$ cat config.mk
export PLATFORM = sky130hd
export DESIGN_NAME = dmem_arbiter
export DESIGN_NICKNAME = d
export VERILOG_FILES = /design/src/rtl/dmem_arb_pkg.sv /design/src/rtl/dmem_arbiter_prio3.sv /design/src/rtl/dmem_arbiter.sv
export SDC_FILE = /design/constraint.sdc
export NUM_CORES = 1
export LEC_CHECK = 0
export CAP_MARGIN = 20
export CORE_UTILIZATION = 44
export DETAILED_ROUTE_END_ITERATION = 16
export HOLD_SLACK_MARGIN = 0.05
export PLACE_DENSITY = 0.95
export SYNTH_ARGS = -nofsm -noshare
export SYNTH_HDL_FRONTEND = slang
export SYNTH_HIERARCHICAL = 1
export SYNTH_SLANG_ARGS = --single-unit
$ cat constraint.sdc
create_clock -name CLK_50 -period 7.4 [get_ports CLK_50]
set_clock_uncertainty 0.2 [all_clocks]
set_input_delay 2.22 -clock CLK_50 [delete_from_list [all_inputs] [get_ports CLK_50]]
set_output_delay 2.22 -clock CLK_50 [all_outputs]
set_load 0.03 [all_outputs]
$ cat src/rtl/dmem_arb_pkg.sv
// Shared types for the data-RAM arbiter: read-return owner encoding and
// the width of the VGA anti-starvation wait counter.
package dmem_arb_pkg;

  typedef enum logic [1:0] {
    OWN_NONE = 2'd0,
    OWN_CPU  = 2'd1,
    OWN_VGA  = 2'd2,
    OWN_DBG  = 2'd3
  } owner_t;

  localparam int WAIT_W = 8;

endpackage

$ cat src/rtl/dmem_arbiter_prio3.sv
// Pure combinational three-way priority picker: CPU > VGA > DBG, with VGA
// lifted above CPU while promote is set.
module arb_prio3 (
  input  logic cpu_req,
  input  logic vga_req,
  input  logic dbg_req,
  input  logic promote,
  output logic cpu_gnt,
  output logic vga_gnt,
  output logic dbg_gnt
);

  always_comb begin
    // NOTE: every output gets a default first so no path leaves one unassigned (no latch).
    cpu_gnt = 1'b0;
    vga_gnt = 1'b0;
    dbg_gnt = 1'b0;
    if (promote && vga_req)  vga_gnt = 1'b1;
    else if (cpu_req)        cpu_gnt = 1'b1;
    else if (vga_req)        vga_gnt = 1'b1;
    else if (dbg_req)        dbg_gnt = 1'b1;
  end

endmodule

$ cat src/rtl/dmem_arbiter.sv
// Single-port data RAM arbiter for CPU, VGA fetch and debug port, with
// VGA anti-starvation promotion and a saturating CPU stall counter.
module dmem_arbiter
  import dmem_arb_pkg::*;
#(
  parameter int ADDR_WIDTH   = 15,
  parameter int DATA_WIDTH   = 16,
  parameter int VGA_MAX_WAIT = 4,
  parameter int CNT_WIDTH    = 16
) (
  input  logic                  CLK_50,
  input  logic                  resetN,
  input  logic                  cpu_req,
  input  logic                  cpu_we,
  input  logic [ADDR_WIDTH-1:0] cpu_addr,
  input  logic [DATA_WIDTH-1:0] cpu_wdata,
  output logic                  cpu_stall,
  output logic                  cpu_rvalid,
  output logic [DATA_WIDTH-1:0] cpu_rdata,
  input  logic                  vga_req,
  input  logic [ADDR_WIDTH-1:0] vga_addr,
  output logic                  vga_gnt,
  output logic                  vga_rvalid,
  output logic [DATA_WIDTH-1:0] vga_rdata,
  input  logic                  dbg_req,
  input  logic                  dbg_we,
  input  logic [ADDR_WIDTH-1:0] dbg_addr,
  input  logic [DATA_WIDTH-1:0] dbg_wdata,
  output logic                  dbg_gnt,
  output logic                  dbg_rvalid,
  output logic [DATA_WIDTH-1:0] dbg_rdata,
  output logic [ADDR_WIDTH-1:0] ram_addr,
  output logic                  ram_we,
  output logic [DATA_WIDTH-1:0] ram_wdata,
  input  logic [DATA_WIDTH-1:0] ram_rdata,
  output logic [CNT_WIDTH-1:0]  stall_cnt,
  output logic                  vga_promoted
);

  localparam logic [WAIT_W-1:0] WAIT_MAX = WAIT_W'(VGA_MAX_WAIT);

  logic                  cpu_req_v, vga_req_v, dbg_req_v;
  logic                  cpu_gnt_int;
  logic [WAIT_W-1:0]     vga_wait;
  logic [ADDR_WIDTH-1:0] addr_q;
  owner_t                owner_q, owner_d;
  logic [DATA_WIDTH-1:0] cpu_rdata_q, vga_rdata_q, dbg_rdata_q;

  // Requests are masked during reset so no grant or write can leak out of it.
  assign cpu_req_v = cpu_req & resetN;
  assign vga_req_v = vga_req & resetN;
  assign dbg_req_v = dbg_req & resetN;

  assign vga_promoted = (vga_wait == WAIT_MAX);

  arb_prio3 u_prio (
    .cpu_req (cpu_req_v),
    .vga_req (vga_req_v),
    .dbg_req (dbg_req_v),
    .promote (vga_promoted),
    .cpu_gnt (cpu_gnt_int),
    .vga_gnt (vga_gnt),
    .dbg_gnt (dbg_gnt)
  );

  assign cpu_stall = cpu_req_v & ~cpu_gnt_int;

  // Idle cycles park the address on its last value so the RAM port stays quiet.
  always_comb begin
    ram_addr  = addr_q;
    ram_we    = 1'b0;
    ram_wdata = '0;
    owner_d   = OWN_NONE;
    if (cpu_gnt_int) begin
      ram_addr  = cpu_addr;
      ram_we    = cpu_we;
      ram_wdata = cpu_wdata;
      if (!cpu_we) owner_d = OWN_CPU;
    end else if (vga_gnt) begin
      ram_addr = vga_addr;
      owner_d  = OWN_VGA;
    end else if (dbg_gnt) begin
      ram_addr  = dbg_addr;
      ram_we    = dbg_we;
      ram_wdata = dbg_wdata;
      if (!dbg_we) owner_d = OWN_DBG;
    end
  end

  // NOTE: sequential state uses non-blocking assignments so every register samples pre-edge values.
  always_ff @(posedge CLK_50 or negedge resetN) begin
    if (!resetN) begin
      addr_q      <= '0;
      owner_q     <= OWN_NONE;
      vga_wait    <= '0;
      stall_cnt   <= '0;
      cpu_rdata_q <= '0;
      vga_rdata_q <= '0;
      dbg_rdata_q <= '0;
    end else begin
      addr_q  <= ram_addr;
      owner_q <= owner_d;

      if (!vga_req || vga_gnt)     vga_wait <= '0;
      else if (vga_wait != WAIT_MAX) vga_wait <= vga_wait + WAIT_W'(1);

      if (cpu_stall && (stall_cnt != '1)) stall_cnt <= stall_cnt + CNT_WIDTH'(1);

      case (owner_q)
        OWN_CPU: cpu_rdata_q <= ram_rdata;
        OWN_VGA: vga_rdata_q <= ram_rdata;
        OWN_DBG: dbg_rdata_q <= ram_rdata;
        default: ;
      endcase
    end
  end

  assign cpu_rvalid = (owner_q == OWN_CPU);
  assign vga_rvalid = (owner_q == OWN_VGA);
  assign dbg_rvalid = (owner_q == OWN_DBG);

  assign cpu_rdata = cpu_rvalid ? ram_rdata : cpu_rdata_q;
  assign vga_rdata = vga_rvalid ? ram_rdata : vga_rdata_q;
  assign dbg_rdata = dbg_rvalid ? ram_rdata : dbg_rdata_q;

endmodule

==> results of run 1 <==
[metal layers]
| layer | global-route usage (%) | wire (um) |
|---|---|---|
| met5 | 0 | 0 |
| met4 | 6.561 | 186 |
| met3 | 5.341 | 663 |
| met2 | 42.07 | 6003 |
| met1 | 26.21 | 4339 |
[area by class of cell]
cell class                 count  area (um2)
tap                          111       138.9
timing repair buffer         209        2039
inverter                      11       41.29
sequential                    89        2227
clock inverter                 7       63.81
fill                         684        2736
multi-input combinational    238        1826
clock buffer                   9       123.9
[through the flow]
stage | cells | setup WS [ns] | power, mW
final | 674 | 0.2965 | 1.641
after global routing | 674 | 0.1440 | 1.718
after CTS | 674 | 0.2624 | 1.659
after detailed placement | 658 | 0.2851 | 1.341
after global placement | 658 | 0.4120 | 1.315
after floorplan | 358 | 0.2204 | 1.020
[flip-flops by register name, summed over array words and instances (netlist names)]
signal and flops:
cpu_rdata_q 16, stall_cnt 16, vga_wait 8, addr_q 15, vga_rdata_q 16, dbg_rdata_q 16
owner_q 2
[placed cells by master (no fill, tap or decap), types with 16 or more instances in the layout]
master,netlist,routed
sky130_fd_sc_hd__dfrtp_1,89,89
sky130_fd_sc_hd__o21ai_0,19,19
sky130_fd_sc_hd__a22o_1,16,16
sky130_fd_sc_hd__a21oi_1,17,17
sky130_fd_sc_hd__clkdlybuf4s50_1,0,183
sky130_fd_sc_hd__mux2i_1,16,16
sky130_fd_sc_hd__buf_4,0,25
sky130_fd_sc_hd__mux2_2,48,48
sky130_fd_sc_hd__nand2_1,23,23
sky130_fd_sc_hd__nor2_1,26,26
[critical path, stage by stage]
cell and delay, ns:
sky130_fd_sc_hd__clkdlybuf4s50_1 0.45, sky130_fd_sc_hd__and2_1 0.22, sky130_fd_sc_hd__nor3b_2 0.18, sky130_fd_sc_hd__buf_4 0.31
sky130_fd_sc_hd__mux2i_1 0.11, sky130_fd_sc_hd__nor2_1 0.10, sky130_fd_sc_hd__a21oi_1 0.05, sky130_fd_sc_hd__o21ai_0 0.28
sky130_fd_sc_hd__clkdlybuf4s50_1 0.74
[worst paths after layout]
kind	to	from	cells after the start
max	ram_addr[8]	cpu_req	9
min	vga_rdata_q[2]$_DFF_PN0_	vga_rdata_q[2]$_DFF_PN0_	1
max reg2reg	stall_cnt[15]$_DFFE_PN0P_	vga_wait[0]$_DFFE_PN0P_	11
min reg2reg	vga_rdata_q[2]$_DFF_PN0_	vga_rdata_q[2]$_DFF_PN0_	1
max in group asynchronous	addr_q[5]$_DFF_PN0_	resetN	3
min in group asynchronous	cpu_rdata_q[4]$_DFF_PN0_	resetN	2
[logic make-up after synthesis]
kind of cell    Yosys count  synth area share (%)
simple gates             93                 12.59
flops                    89                 53.61
mux                      65                 17.23
compound gates           59                 8.885
buf+inv                  31                 2.982
xor+xnor                 18                 3.795
fa+ha+maj                 3                0.9037
[power groups by stage]
| stage | clock, mW | combinational [mW] | sequential [mW] |
|---|---|---|---|
| 6_report | 0.314 | 0.695 | 0.632 |
| 2_1_floorplan | 0 | 0.363 | 0.657 |
| 3_3_place_gp | 0 | 0.682 | 0.634 |
| 5_1_grt | 0.344 | 0.730 | 0.643 |
| 3_5_place_dp | 0 | 0.699 | 0.643 |
| 4_1_cts | 0.324 | 0.702 | 0.633 |
==> results.txt, run 1 <==
----------------------------------------------------
[Pwr]
  Leakage power ... 2.790 nW
  Clock network fraction of design power ... 19.1%
  Sequential group share of total power ... 38.5%
  Largest voltage drop on the vdd net ... 0.1544 mV
  Power per cell area ... 254.0 nW/um2
  Switching fraction of total power ... 37.19%
  Combinational share of power ... 42.4%
  Net switching component of the power ... 610.4 uW
  Internal portion of total power ... 1.031 mW

[Logic synthesis]
  Mapped Nets ... 461
  Yosys warnings ... 6
  Post-Synthesis Mean Instance Area ... 11.60 um2
  Sequential fraction of the synthesis area ... 53.61%
  Top post-synthesis cells by count ... sky130_fd_sc_hd__dfrtp_1, sky130_fd_sc_hd__mux2_2, sky130_fd_sc_hd__nor2_1, sky130_fd_sc_hd__nand2_1, sky130_fd_sc_hd__o21ai_0
  Cell taking the most area after synthesis ... sky130_fd_sc_hd__dfrtp_1
  Count leader, synth ... sky130_fd_sc_hd__dfrtp_1
  Number of enable flip-flop cells after synthesis ... 0
  Number of flip-flops and latches in the synthesized netlist ... 89
  Post-Syn Instances ... 358
  Main area contributors after synthesis ... sky130_fd_sc_hd__dfrtp_1, sky130_fd_sc_hd__mux2_2, sky130_fd_sc_hd__mux2i_1, sky130_fd_sc_hd__a22o_1, sky130_fd_sc_hd__xor2_1
  Post-Syn Area ... 4154 um2
  Post-synth top flop ... sky130_fd_sc_hd__dfrtp_1
  Area share of the largest cell type after synthesis ... 53.61%
  Fraction of synthesis flops using an asynchronous set or reset pin ... 100.0%
  Cell variety after synth ... 42

[STA]
  Setup TNS ... 0 ns
  Post-route fraction of the period consumed by the critical path ... 95.99%
  Tmin final ... 7.103 ns
  Hold slack final ... 0.3029 ns
  Peak Freq ... 140.8 MHz
  Final Hold Vio Count ... 0
  Relative slew slack ... 31.16%
  Worst Max-Slew Pin Slew ... 1.028 ns
  Final setup viols ... 0
  Setup repair after global routing missed its margin ... no
  Slew Limit Fails ... 0

[Setup path]
  Internal reg-to-reg setup slack ... 4.21 ns
  Startpoint type of the worst setup path ... primary input
  Arrival @ worst endpoint ... 4.68 ns
  CP endpoint kind ... primary output
  Crit path kind ... in2out
  Worst-path maximum fanout ... 18
  Critical path data required time ... 4.98 ns

[Clock tree]
  Count of hold buffers inserted by post-cts repair ... 0
  Post-cts resize count ... 0
  Reg clk slew, reported paths ... 0.10 ns
  Clock tree sinks ... 89
  CTS buffer count ... 9
  H-tree levels ... 3
  Largest buffer count on any clock path ... 2
  # Post-CTS Setup Buffers ... 0
  Clock latency on the worst-skew pair ... 0.34 ns
  Master cell of the clock root buffer ... sky130_fd_sc_hd__clkbuf_8
  TritonCTS clock tree ... built

[Drt]
  Drt initial violations ... 80
  DR WL/cell ... 16.61 um
  Pre-antenna DRT Iters ... 4
  Vias per cell ... 5.226
  Routed Wire Length ... 11190 um
  Remaining number of nets flagged by the antenna check after routing ... 0
  Number of remaining DRC errors ... 0
  Via total after detailed routing ... 3522

[Global route]
  Antenna violations before repair ... 0
  Grt ovf ... 0
  Pin count of the biggest net entering global routing ... 51
  GRT Overall Usage ... 22.72%
  First-pass GRT wire length ... 17620 um
  Via count of the first global-routing pass ... 3638

[Placement]
  Gp weighted congestion ... 0.8162
  Count of buffers from port buffering ... 202
  Instance area after placement ... 6272 um2
  DP HPWL ... 8515 um

[Floorplan]
  DIE AREA ... 9834 um2
  Die Wd ... 99.17 um
  Chip height ... 99.17 um
  Initial core utilization ... 45.17%
  Core region area ... 9196 um2
  Core Rows ... 35
  Top-level I/O count ... 203

[Status]
  Status ... completed

[Layout]
  Count of antenna diodes in the layout ... 0
  Nets ... 661
  Post-layout utilization of the core ... 70.24%
  Ratio of cells with drive above 1 in the final layout ... 18.83%
  Post-route cell area ... 6460 um2
  Post-synthesis to final-layout area growth ... 55.51%

[Job]
  Max_cap viols ... 0

[Min path]
  Class of the tightest hold or removal check ... reg2reg

----------------------------------------------------
No activity file was read; power rests on OpenSTA's default activity.
==> run 2, diff against run 1 <==
CORE_UTILIZATION = 41   (was 44)
PLACE_DENSITY = 0.93   (was 0.95)
clock period = 7.2 ns   (was 7.4 ns; I/O delays follow)
==> run 2 against run 1 <==
Effect of this change:
- die area increased by 7.2%
- non-clock buffer count decreased by 2
- worst setup slack lost 0.035 ns
- largest cell class unchanged
==> results.txt, run 2 (synthesized netlist as in run 1, its figures left out) <==
----------------------------------------------------
[Global route]
  GRT Overall Usage ... 22.09% (was 22.72%)
  Antenna violations before repair ... 0 (unchanged)
  First-pass GRT wire length ... 18000 um (was 17620 um)
  Pin count of the biggest net entering global routing ... 70 (was 51)
  Via count of the first global-routing pass ... 3724 (was 3638)
  Grt ovf ... 0 (unchanged)

[STA]
  Post-route fraction of the period consumed by the critical path ... 96.36%
  Setup repair after global routing missed its margin ... no (unchanged)
  Peak Freq ... 144.1 MHz
  Final setup margin ... 0.2617 ns (was 0.2965 ns)
  Tmin final ... 6.938 ns
  Relative slew slack ... 29.81% (was 31.16%)
  Final setup viols ... 0 (unchanged)
  Slew Limit Fails ... 0 (unchanged)
  Setup TNS ... 0 ns (unchanged)
  Worst Max-Slew Pin Slew ... 1.048 ns (was 1.028 ns)
  Final Hold Vio Count ... 0 (unchanged)

[Clock tree]
  Master cell of the clock root buffer ... sky130_fd_sc_hd__clkbuf_8 (unchanged)
  Reg clk slew, reported paths ... 0.09 ns (was 0.10 ns)
  CTS buffer count ... 9 (unchanged)
  # Post-CTS Setup Buffers ... 0 (unchanged)
  Clock latency on the worst-skew pair ... 0.35 ns (was 0.34 ns)
  H-tree levels ... 3 (unchanged)
  TritonCTS clock tree ... built (unchanged)
  Clock tree sinks ... 89 (unchanged)
  Largest buffer count on any clock path ... 2 (unchanged)

[Placement]
  DP HPWL ... 8470 um (was 8515 um)
  Setup slack after placement ... 0.1928 ns (was 0.2851 ns)
  Gp weighted congestion ... 0.8511 (was 0.8162)
  Count of buffers from port buffering ... 202 (unchanged)

[Floorplan]
  Top-level I/O count ... 203 (unchanged)
  Initial core utilization ... 42.50% (was 45.17%)
  Die Wd ... 102.7 um (was 99.17 um)
  Core region area ... 9774 um2 (was 9196 um2)
  DIE AREA ... 10540 um2 (was 9834 um2)
  Core Rows ... 36 (was 35)
  Chip height ... 102.7 um (was 99.17 um)

[Drt]
  Number of remaining DRC errors ... 0 (unchanged)
  Routed Wire Length ... 11280 um (was 11190 um)
  Drt initial violations ... 90 (was 80)
  DR WL/cell ... 16.26 um (was 16.61 um)
  Pre-antenna DRT Iters ... 4 (unchanged)
  Vias per cell ... 5.079 (was 5.226)
  Via total after detailed routing ... 3525 (was 3522)
  Remaining number of nets flagged by the antenna check after routing ... 0 (unchanged)

[Setup path]
  Startpoint type of the worst setup path ... primary input (unchanged)
  Crit path kind ... in2out (unchanged)
  Arrival @ worst endpoint ... 4.58 ns (was 4.68 ns)
  CP endpoint kind ... primary output (unchanged)
  CP bufs+invs ... 3 (unchanged)
  Library cell appearing most often on the critical path ... sky130_fd_sc_hd__clkdlybuf4s50_1 (unchanged)
  CP Cell Sequence ... clkdlybuf4s50_1 > and2_1 > nor3b_2 > buf_4 > mux2i_1 > nor2_1 > a21oi_1 > o21ai_0 > clkdlybuf4s50_1 (unchanged)
  Top delay family on crit path ... buffers and inverters (unchanged)
  Worst-path maximum fanout ... 18 (unchanged)
  Critical path data required time ... 4.84 ns (was 4.98 ns)
  Cell with the largest stage delay on the worst path ... sky130_fd_sc_hd__clkdlybuf4s50_1 (unchanged)
  Worst path max stage delay ... 0.72 ns (was 0.74 ns)

[Min path]
  Class of the tightest hold or removal check ... reg2reg (unchanged)

[Layout]
  Nets ... 659 (was 661)
  Leading cell type in the layout, fill and taps excluded ... sky130_fd_sc_hd__clkdlybuf4s50_1 (unchanged)
  Post-synthesis to final-layout area growth ... 54.76% (was 55.51%)
  Area occupied by multi-input gates ... 1832 um2 (was 1826 um2)
  Sequential cell area ... 2227 um2 (unchanged)
  Ratio of cells with drive above 1 in the final layout ... 20.50% (was 18.83%)
  Top library cells by usage in the layout, fill and taps aside ... sky130_fd_sc_hd__clkdlybuf4s50_1, sky130_fd_sc_hd__dfrtp_1, sky130_fd_sc_hd__mux2_2 (unchanged)
  Layout filler cell count ... 747 (was 684)
  Count of antenna diodes in the layout ... 0 (unchanged)

[Pwr]
  Largest voltage drop on the vdd net ... 0.1507 mV (was 0.1544 mV)
  Power consumption ... 1.674 mW (was 1.641 mW)
  Sequential group share of total power ... 38.9% (was 38.5%)
  Switching fraction of total power ... 37.29% (was 37.19%)
  Combinational share of power ... 42.6% (was 42.4%)
  Clock network fraction of design power ... 18.6% (was 19.1%)
  Leakage power ... 2.779 nW (was 2.790 nW)
  Net switching component of the power ... 624.2 uW (was 610.4 uW)
  Internal portion of total power ... 1.050 mW (was 1.031 mW)
  Power per cell area ... 260.4 nW/um2 (was 254.0 nW/um2)

[Job]
  Max_cap viols ... 0 (unchanged)

[Status]
  Status ... completed (unchanged)

----------------------------------------------------
run 2: timing repair:
action / in CTS / in global routing
hold buffers: 0 / 0
endpoints found under the setup margin: 0 / 1
endpoints found under the hold margin: 0 / 0
resized for setup: 0 / 1
run 2: path summary, 6_finish.rpt:
path	startpoint	endpoint	slack (ns)	cells past startpoint
setup / recovery	cpu_req	ram_addr[2]	0.26	9
setup reg to reg	vga_wait[0]$_DFFE_PN0P_	addr_q[11]$_DFF_PN0_	4.21	10
min in group asynchronous	resetN	dbg_rdata_q[2]$_DFF_PN0_	1.51	1
hold reg to reg	dbg_rdata_q[7]$_DFF_PN0_	dbg_rdata_q[7]$_DFF_PN0_	0.30	1
hold / removal	dbg_rdata_q[7]$_DFF_PN0_	dbg_rdata_q[7]$_DFF_PN0_	0.30	1
max in group asynchronous	resetN	vga_wait[6]$_DFFE_PN0P_	4.08	2
run 2: area by class of cell:
| class | count | area share [%] |
|---|---|---|
| inverters | 11 | 0.6423 |
| flip-flops and latches | 89 | 34.64 |
| multi-input cells | 238 | 28.49 |
| clock buffers | 9 | 1.927 |
| well taps | 133 | 2.589 |
| clock inverters | 7 | 0.8369 |
| repair buffers | 207 | 30.87 |
run 2: metal layers:
layer,GRT usage (%),wire [um]
met1,25.78,4488
met2,38.31,5775
met3,6.712,810
met4,8.022,207
met5,0,0
run 2: power by group through the flow:
stage	clock network [mW]	registers, mW	logic [mW]
floorplan	0	0.676	0.373
global placement	0	0.652	0.700
detailed placement	0	0.661	0.714
CTS	0.321	0.651	0.717
global route	0.341	0.663	0.756
finish	0.311	0.650	0.713
run 2: worst reg2reg max path, delay by kind of cell, from the launching register on:
| kind | cells | cell delay [ns] |
|---|---|---|
| AOI/OAI and AO/OA | 3 | 0.91 |
| buffers and inverters | 4 | 0.73 |
| and+or+nand+nor | 2 | 0.48 |
| DFF | 1 | 0.43 |
| adders and majority gates | 1 | 0.14 |
run 2: stage by stage:
stage	hold slack, ns	utilization [%]	cells	area [um2]
after floorplan	0.3056	-	358	4154
after global placement	0.2771	63.89	678	6245
after detailed placement	0.2852	63.89	678	6245
after CTS	0.3070	65.71	694	6422
after global routing	0.3197	65.77	694	6429
final	0.3035	65.77	694	6429
